**src/rtl/usb_audio_pkg.sv**
```systemverilog
// Shared definitions for the USB audio endpoint blocks: PIDs, token field layout
// and the IN packetizer state encoding.
package usb_audio_pkg;

    localparam logic [7:0] PID_IN    = 8'h69;
    localparam logic [7:0] PID_DATA0 = 8'hC3;

    localparam int unsigned TOK_PID_LSB  = 16;
    localparam int unsigned TOK_PID_W    = 8;
    localparam int unsigned TOK_ADDR_LSB = 9;
    localparam int unsigned TOK_ADDR_W   = 7;
    localparam int unsigned TOK_ENDP_LSB = 5;
    localparam int unsigned TOK_ENDP_W   = 4;

    typedef enum logic [1:0] {
        StIdle,
        StStart,
        StData,
        StStop
    } pkt_state_e;

endpackage

```
**src/rtl/audio_word_fifo.sv**
```systemverilog
// Synchronous sample-word FIFO. A push into a full FIFO is accepted only when a pop
// happens in the same cycle; pop on empty is ignored.
module audio_word_fifo #(
    parameter int unsigned DEPTH = 128,
    parameter int unsigned WIDTH = 32,
    localparam int unsigned AW   = $clog2(DEPTH)
) (
    input  logic             clk,
    input  logic             rst,
    input  logic             push,
    input  logic [WIDTH-1:0] wdata,
    input  logic             pop,
    output logic [WIDTH-1:0] rdata,
    output logic             full,
    output logic             empty,
    output logic [AW:0]      level
);

    localparam logic [AW:0] FULL_LEVEL = (AW + 1)'(DEPTH);

    logic [WIDTH-1:0] mem_q [DEPTH];
    logic [AW-1:0]    wr_ptr_q, rd_ptr_q;
    logic [AW:0]      level_q;
    logic             do_push, do_pop;

    assign full    = (level_q == FULL_LEVEL);
    assign empty   = (level_q == '0);
    assign do_pop  = pop && !empty;
    assign do_push = push && (!full || do_pop);
    assign rdata   = mem_q[rd_ptr_q];
    assign level   = level_q;

    always_ff @(posedge clk or posedge rst) begin
        if (rst) begin
            wr_ptr_q <= '0;
            rd_ptr_q <= '0;
            level_q  <= '0;
        end else begin
            if (do_push) wr_ptr_q <= wr_ptr_q + AW'(1);
            if (do_pop)  rd_ptr_q <= rd_ptr_q + AW'(1);
            case ({do_push, do_pop})
                2'b10:   level_q <= level_q + (AW + 1)'(1);
                2'b01:   level_q <= level_q - (AW + 1)'(1);
                default: level_q <= level_q;
            endcase
        end
    end

    always_ff @(posedge clk) begin
        if (do_push) mem_q[wr_ptr_q] <= wdata;
    end

endmodule

```
**src/rtl/iso_in_packetizer.sv**
```systemverilog
// Isochronous IN audio source: buffers stereo samples and answers each matching IN token
// with one DATA0 packet of whole samples. Define PKT_SILENCE_FILL_EN to zero-pad to full size.
module iso_in_packetizer
    import usb_audio_pkg::*;
#(
    parameter logic [3:0]  EP_NUM        = 4'd1,
    parameter int unsigned FIFO_DEPTH    = 128,
    parameter int unsigned MAX_PKT_WORDS = 48
) (
    input  logic        clk,
    input  logic        rst,
    input  logic [6:0]  dev_addr,
    input  logic [23:0] token_in,
    input  logic        token_in_strb,
    input  logic [31:0] sample_in,
    input  logic        sample_strb,
    output logic [7:0]  tx_data,
    output logic        tx_strb,
    input  logic        tx_nxt,
    output logic        tx_start_stop,
    input  logic        tx_fail,
    output logic [7:0]  tx_pid,
    output logic [7:0]  fifo_level,
    output logic        overflow
);

    localparam int unsigned LVL_W = $clog2(FIFO_DEPTH) + 1;
    localparam int unsigned LEN_W = $clog2(MAX_PKT_WORDS + 1);
    localparam logic [LEN_W-1:0] MAX_LEN = LEN_W'(MAX_PKT_WORDS);

    pkt_state_e        state_q, state_d;
    logic [LEN_W-1:0]  len_q, len_d;
    logic [LEN_W-1:0]  real_q, real_d;  // words still to be taken from the FIFO
    logic [1:0]        idx_q, idx_d;
    logic              overflow_q;

    logic [31:0]       head_word;
    logic [LVL_W-1:0]  lvl;
    logic [31:0]       lvl_wide;
    logic              fifo_full, fifo_empty, fifo_pop;
    logic              token_match;
    logic [LEN_W-1:0]  snap_len;
    logic              unused_fifo_empty;
    logic [4:0]        unused_crc;

    assign unused_fifo_empty = fifo_empty;
    assign unused_crc        = token_in[4:0];

    audio_word_fifo #(
        .DEPTH (FIFO_DEPTH),
        .WIDTH (32)
    ) u_fifo (
        .clk   (clk),
        .rst   (rst),
        .push  (sample_strb),
        .wdata (sample_in),
        .pop   (fifo_pop),
        .rdata (head_word),
        .full  (fifo_full),
        .empty (fifo_empty),
        .level (lvl)
    );

    assign lvl_wide   = 32'(lvl);
    assign fifo_level = (lvl_wide > 32'd255) ? 8'hFF : lvl_wide[7:0];
    assign snap_len   = (lvl_wide >= 32'(MAX_PKT_WORDS)) ? MAX_LEN : LEN_W'(lvl);
    assign tx_pid     = PID_DATA0;
    assign overflow   = overflow_q;

    assign token_match = token_in_strb
        && (token_in[TOK_PID_LSB +: TOK_PID_W] == PID_IN)
        && (token_in[TOK_ADDR_LSB +: TOK_ADDR_W] == dev_addr)
        && (token_in[TOK_ENDP_LSB +: TOK_ENDP_W] == EP_NUM);

    always_comb begin
        state_d       = state_q;
        len_d         = len_q;
        real_d        = real_q;
        idx_d         = idx_q;
        fifo_pop      = 1'b0;
        tx_strb       = 1'b0;
        tx_start_stop = 1'b0;
        tx_data       = 8'h00;
        unique case (state_q)
            StIdle: begin
                if (token_match) begin
`ifdef PKT_SILENCE_FILL_EN
                    len_d = MAX_LEN;
`else
                    len_d = snap_len;
`endif
                    real_d  = snap_len;
                    idx_d   = 2'd0;
                    state_d = StStart;
                end
            end
            StStart: begin
                tx_start_stop = 1'b1;
                idx_d         = 2'd0;
                if (tx_fail)             state_d = StIdle;
                else if (len_q == '0)    state_d = StStop;
                else                     state_d = StData;
            end
            StData: begin
                tx_strb = 1'b1;
                // Silence words follow the real ones and are sent as zeros without popping.
                tx_data = (real_q != '0) ? head_word[{idx_q, 3'b000} +: 8] : 8'h00;
                if (tx_fail) begin
                    idx_d   = 2'd0;
                    state_d = StIdle;
                end else if (tx_nxt) begin
                    idx_d = idx_q + 2'd1;
                    if (idx_q == 2'd3) begin
                        len_d = len_q - LEN_W'(1);
                        if (real_q != '0) begin
                            fifo_pop = 1'b1;
                            real_d   = real_q - LEN_W'(1);
                        end
                        if (len_q == LEN_W'(1)) state_d = StStop;
                    end
                end
            end
            StStop: begin
                tx_start_stop = 1'b1;
                state_d       = StIdle;
            end
            default: state_d = StIdle;
        endcase
    end

    always_ff @(posedge clk or posedge rst) begin
        if (rst) begin
            state_q    <= StIdle;
            len_q      <= '0;
            real_q     <= '0;
            idx_q      <= 2'd0;
            overflow_q <= 1'b0;
        end else begin
            state_q <= state_d;
            len_q   <= len_d;
            real_q  <= real_d;
            idx_q   <= idx_d;
            if (sample_strb && fifo_full && !fifo_pop) overflow_q <= 1'b1;
        end
    end

endmodule

```
**config.mk**
```make
export PLATFORM = sky130hd
export DESIGN_NAME = iso_in_packetizer
export DESIGN_NICKNAME = d
export VERILOG_FILES = /design/src/rtl/usb_audio_pkg.sv /design/src/rtl/audio_word_fifo.sv /design/src/rtl/iso_in_packetizer.sv
export SDC_FILE = /design/constraint.sdc
export NUM_CORES = 2
export LEC_CHECK = 0
export CAP_MARGIN = 20
export CORE_MARGIN = 5
export CORE_UTILIZATION = 35
export CTS_BUF_LIST = sky130_fd_sc_hd__clkbuf_8
export CTS_CLUSTER_DIAMETER = 50
export DETAILED_ROUTE_END_ITERATION = 8
export GPL_ROUTABILITY_DRIVEN = 0
export GPL_TIMING_DRIVEN = 0
export MAX_ROUTING_LAYER = met4
export REMOVE_ABC_BUFFERS = 1
export SLEW_MARGIN = 20
export SYNTH_ARGS = -nofsm -noshare
export SYNTH_HDL_FRONTEND = slang
export SYNTH_SLANG_ARGS = --single-unit
```
**constraint.sdc**
```tcl
create_clock -name clk -period 5.17 [get_ports clk]
set_clock_uncertainty 0.05 [all_clocks]
set_input_delay 1.034 -clock clk [delete_from_list [all_inputs] [get_ports clk]]
set_output_delay 1.034 -clock clk [all_outputs]
set_load 0.1 [all_outputs]
```
==> summary.txt <==
Outcome
  • Outcome: finished, violations left
  • Failing checks: setup timing

Synth
  • Syn_area_per_cell: 22.6 µm²
  • Seq/Total Area, Yosys: slightly below 80%
  • Synth Warn #: 0
  • Mapped cell area: 159,000 µm²
  • Top_reg_cell synth: edfxtp_1
  • Synth Instances: between 7,000 and 8,000
  • Post-synthesis register bit count: 4,135
  • Yosys cell types: 84
  • Post-synth EDFFs: 4,096
  • Post-synthesis async set-or-reset flop share: less than 1%

Clocking
  • Clock tree root driver cell: clkbuf_8
  • Clock Tree Buf Depth: 4
  • CTS Sinks: 4,135
  • CTS H-tree depth: 6
  • Clk_lat worst skew: 1.23 ns
  • TritonCTS clock tree: built
  • Clk slew on worst S/H paths: 0.07 ns
  • CTS Buf Count: 648

Power and ir drop
  • Reg power frac: 57.2%
  • PD cells: 343 nW/µm²
  • Pwr Total: 66.0 mW
  • Clk pwr share: 38.1%
  • Max VDD drop: ~0.42 mV
  • P_sw: 15.5 mW
  • Comb power frac: 4.7%
  • P_int: 50.5 mW
  • Sw frac: roughly a quarter
  • Pleak: 59.1 nW

Worst setup path
  • Max stage delay on crit path: ~0.65 ns
  • FF-to-FF End: u_fifo.mem_q[48][1]$_DFFE_PP_
  • CP Buf/Inv Count: 2
  • Ordered cell list for the critical path: buf_16 -> nor2_2 -> nand2_8 -> o211ai_1 -> a211o_2 -> o311ai_4 -> a32oi_4 -> buf_12
  • Reg2reg path depth: 10
  • Worst Path Arrival: 5.09 ns
  • Crit start category: flip-flop
  • R2r startpoint: state_q[0]$_DFFE_PP0P_
  • Worst Setup End Kind: output pin
  • CP top delay family: compound AO/OA/AOI/OAI gates
  • Crit-path max FO: 39
  • Flop-to-flop setup slack: 0.29 ns
  • Slowest-stage cell, CP: dfrtp_4
  • CP Class: flip-flop to output pin
  • Critical Path RT: 4.09 ns

Floorplan
  • Row count: ~250
  • Total die area: between 400,000 and 500,000 µm²
  • Core ar.: roughly 450,000 µm²
  • Io pins: 96
  • Effective utilization at floorplan: 35.1%
  • Die Height: 684 µm
  • Die extent in x: 684 µm

Timing
  • Post-layout min period: just over 6 ns
  • Hold Violations, Final: 0
  • Max Slew Vio Count: 0
  • WHS: 0.126 ns
  • Worst Tran Pin Value: 1.14 ns
  • Relative slew slack: a little under a quarter
  • FMAX: 162 MHz
  • RSZ-0062 raised after global routing: true
  • Post-route clock period utilization: 119%
  • # setup viols final: 8
  • Setup ws final: -0.999 ns
  • Final TNS setup: -7.52 ns

Worst hold path
  • Hold Path Origin: sample_in[11]
  • Hold depth: 1
  • Hold path endpoint: u_fifo.mem_q[71][11]$_DFFE_PP_
  • Min-Delay Path Class: primary input to flip-flop

Routing
  • First DRT Iteration DRCs: about 12,000
  • DR pass1 iterations: 8
  • Via Count: 82,134
  • WL per Instance: 32.7 µm
  • DRT antenna net count: 0
  • WL final: 473,000 µm
  • Vias per inst: 5.68
  • Drc violations: 0

Place
  • Port Buf Inserts: 82
  • HPWL after detailed placement: 287,000 µm
  • Placement Setup Slack: -2.77 ns

GRT
  • Gr usage total: 20.2%
  • Global route overflow: 0
  • Initial antenna violation count: 21
  • Vias in the first global route: a little over 80,000
  • First-pass GRT wire length: 655,000 µm
  • Pin count of the biggest net entering global routing: 105

Cells and area
  • Area Overhead vs Synth: 20.9%
  • Final core utilization: between 40% and 50%
  • Share of cells above drive strength 1: 32.9%
  • Layout net count: 8,080

Run
  • Max-cap violation count: 0
worst reg2reg max path: cells and delay by family (launching register included):
family	cells	cell delay [ns]
flip-flops	1	0.44
AO/OA/AOI/OAI	2	0.68
buffers and inverters	3	0.84
AND/OR/NAND/NOR	5	2.59
per-layer routing:
metal	part of all wire (%)	vias up	global-route usage, %	wire length [µm]
met5	0	-	-	0
met4	4.5	0	8.22	21100
met3	9.8	912	4.03	46500
met2	47	4971	31.1	224000
met1	38	44030	26.5	181000
li1	-	32221	-	-
cell usage in the layout, fill, tap and decap left out, types with 30 or more instances in the layout:
master	instances
clkdlybuf4s50_1	42
inv_1	238
clkinv_1	150
buf_6	46
a221oi_1	37
a22o_1	44
clkinv_2	42
o221ai_1	53
a21oi_1	117
nand2_1	95
clkbuf_8	661
o22ai_1	30
bufbuf_16	47
mux4_2	964
o21ai_0	54
a22oi_1	136
buf_16	229
nor2_4	137
nor2_1	43
buf_4	132
dfrtp_1	32
edfxtp_1	4096
buf_12	190
mux2i_1	289
logic make-up after synthesis:
| logic type | after synthesis | share of synthesized area [%] |
|---|---|---|
| fa+ha+maj | 13 | 0.107 |
| xor+xnor | 26 | 0.143 |
| buf+inv | 428 | 1.61 |
| flops | 4135 | 78.0 |
| simple gates | 435 | 1.25 |
| mux | 1274 | 15.6 |
| other cells | 2 | 0.00472 |
| compound gates | 727 | 3.26 |
stage by stage:
stage | area, µm² | cells
floorplan | 156000 | 6639
global placement | 165000 | 12697
detailed placement | 176000 | 13102
CTS | 192000 | 14444
global route | 192000 | 14466
finish | 192000 | 14470
synth_stat cells (all sizes together) (7+ instances only):
cell	number	area share, %
nor3	22	0.069
o311ai	8	0.044
nor2b	18	0.071
o22ai	41	0.16
a22o	45	0.25
nand4	7	0.028
a22oi	149	0.70
nand2	105	0.25
nand3b	7	0.041
nor2	184	0.44
xnor2	21	0.12
nand2b	9	0.035
ha	12	0.094
mux4	964	14
clkbuf	149	0.35
o221ai	61	0.34
o21ai	75	0.24
mux2	15	0.11
a211oi	27	0.13
mux2i	295	1.9
a211o	12	0.066
edfxtp	4096	77
dfrtp	39	0.61
a221oi	69	0.38
a32oi	7	0.039
buf	258	1.2
a31oi	14	0.055
and2	15	0.059
nand3	33	0.10
a2111oi	11	0.065
inv	19	0.045
a21oi	145	0.46
o211ai	12	0.057
registers in the layout, indices dropped and copies added, names as in the netlist:
signal and flops:
u_fifo.rd_ptr_q 7, idx_q 2, state_q 2, len_q 6
u_fifo.mem_q 4096, u_fifo.wr_ptr_q 7, u_fifo.level 8, real_q 6
overflow 1
cell type report:
cell class	count	area, µm²
diodes	8	20.0
clock buffers	661	9100
clock inverters	477	2390
fillers	38146	260000
inverters	21	101
multi-input cells	2486	35200
flip-flops and latches	4135	124000
well taps	5976	7480
repair buffers	706	13900
repair_timing:
action	CTS	global route
gates cloned	58	3
resized for setup	351	30
endpoints found under the hold margin	6	0
setup endpoints to repair	489	225
pin swaps	55	25
setup buffers	145	15
hold buffers	1	0
worst max-delay path by stage:
stage,start,end,slack [ns],depth (start not counted)
6_report,u_fifo.rd_ptr_q[4]$_DFFE_PP0N_,tx_data[0],-1.0,8
4_1_cts,u_fifo.rd_ptr_q[0]$_DFFE_PP0N_,tx_data[5],-0.98,12
3_3_place_gp,u_fifo.rd_ptr_q[1]$_DFFE_PP0N_,tx_data[1],-78.16,8
3_5_place_dp,u_fifo.rd_ptr_q[0]$_DFFE_PP0N_,tx_data[6],-2.77,13
2_1_floorplan,u_fifo.rd_ptr_q[0]$_DFFE_PP0N_,tx_data[3],-44.37,7
5_1_grt,u_fifo.rd_ptr_q[0]$_DFFE_PP0N_,tx_data[3],-1.00,14
power groups by stage:
stage	Clock, mW	Sequential [mW]	Combinational [mW]
4_1_cts	25.5	37.8	3.04
5_1_grt	27.1	37.8	3.19
3_5_place_dp	0	38.5	3.01
2_1_floorplan	0	38.6	0.854
6_report	25.1	37.8	3.09
3_3_place_gp	0	38.7	2.32
No activity file was read; power rests on OpenSTA's default activity.
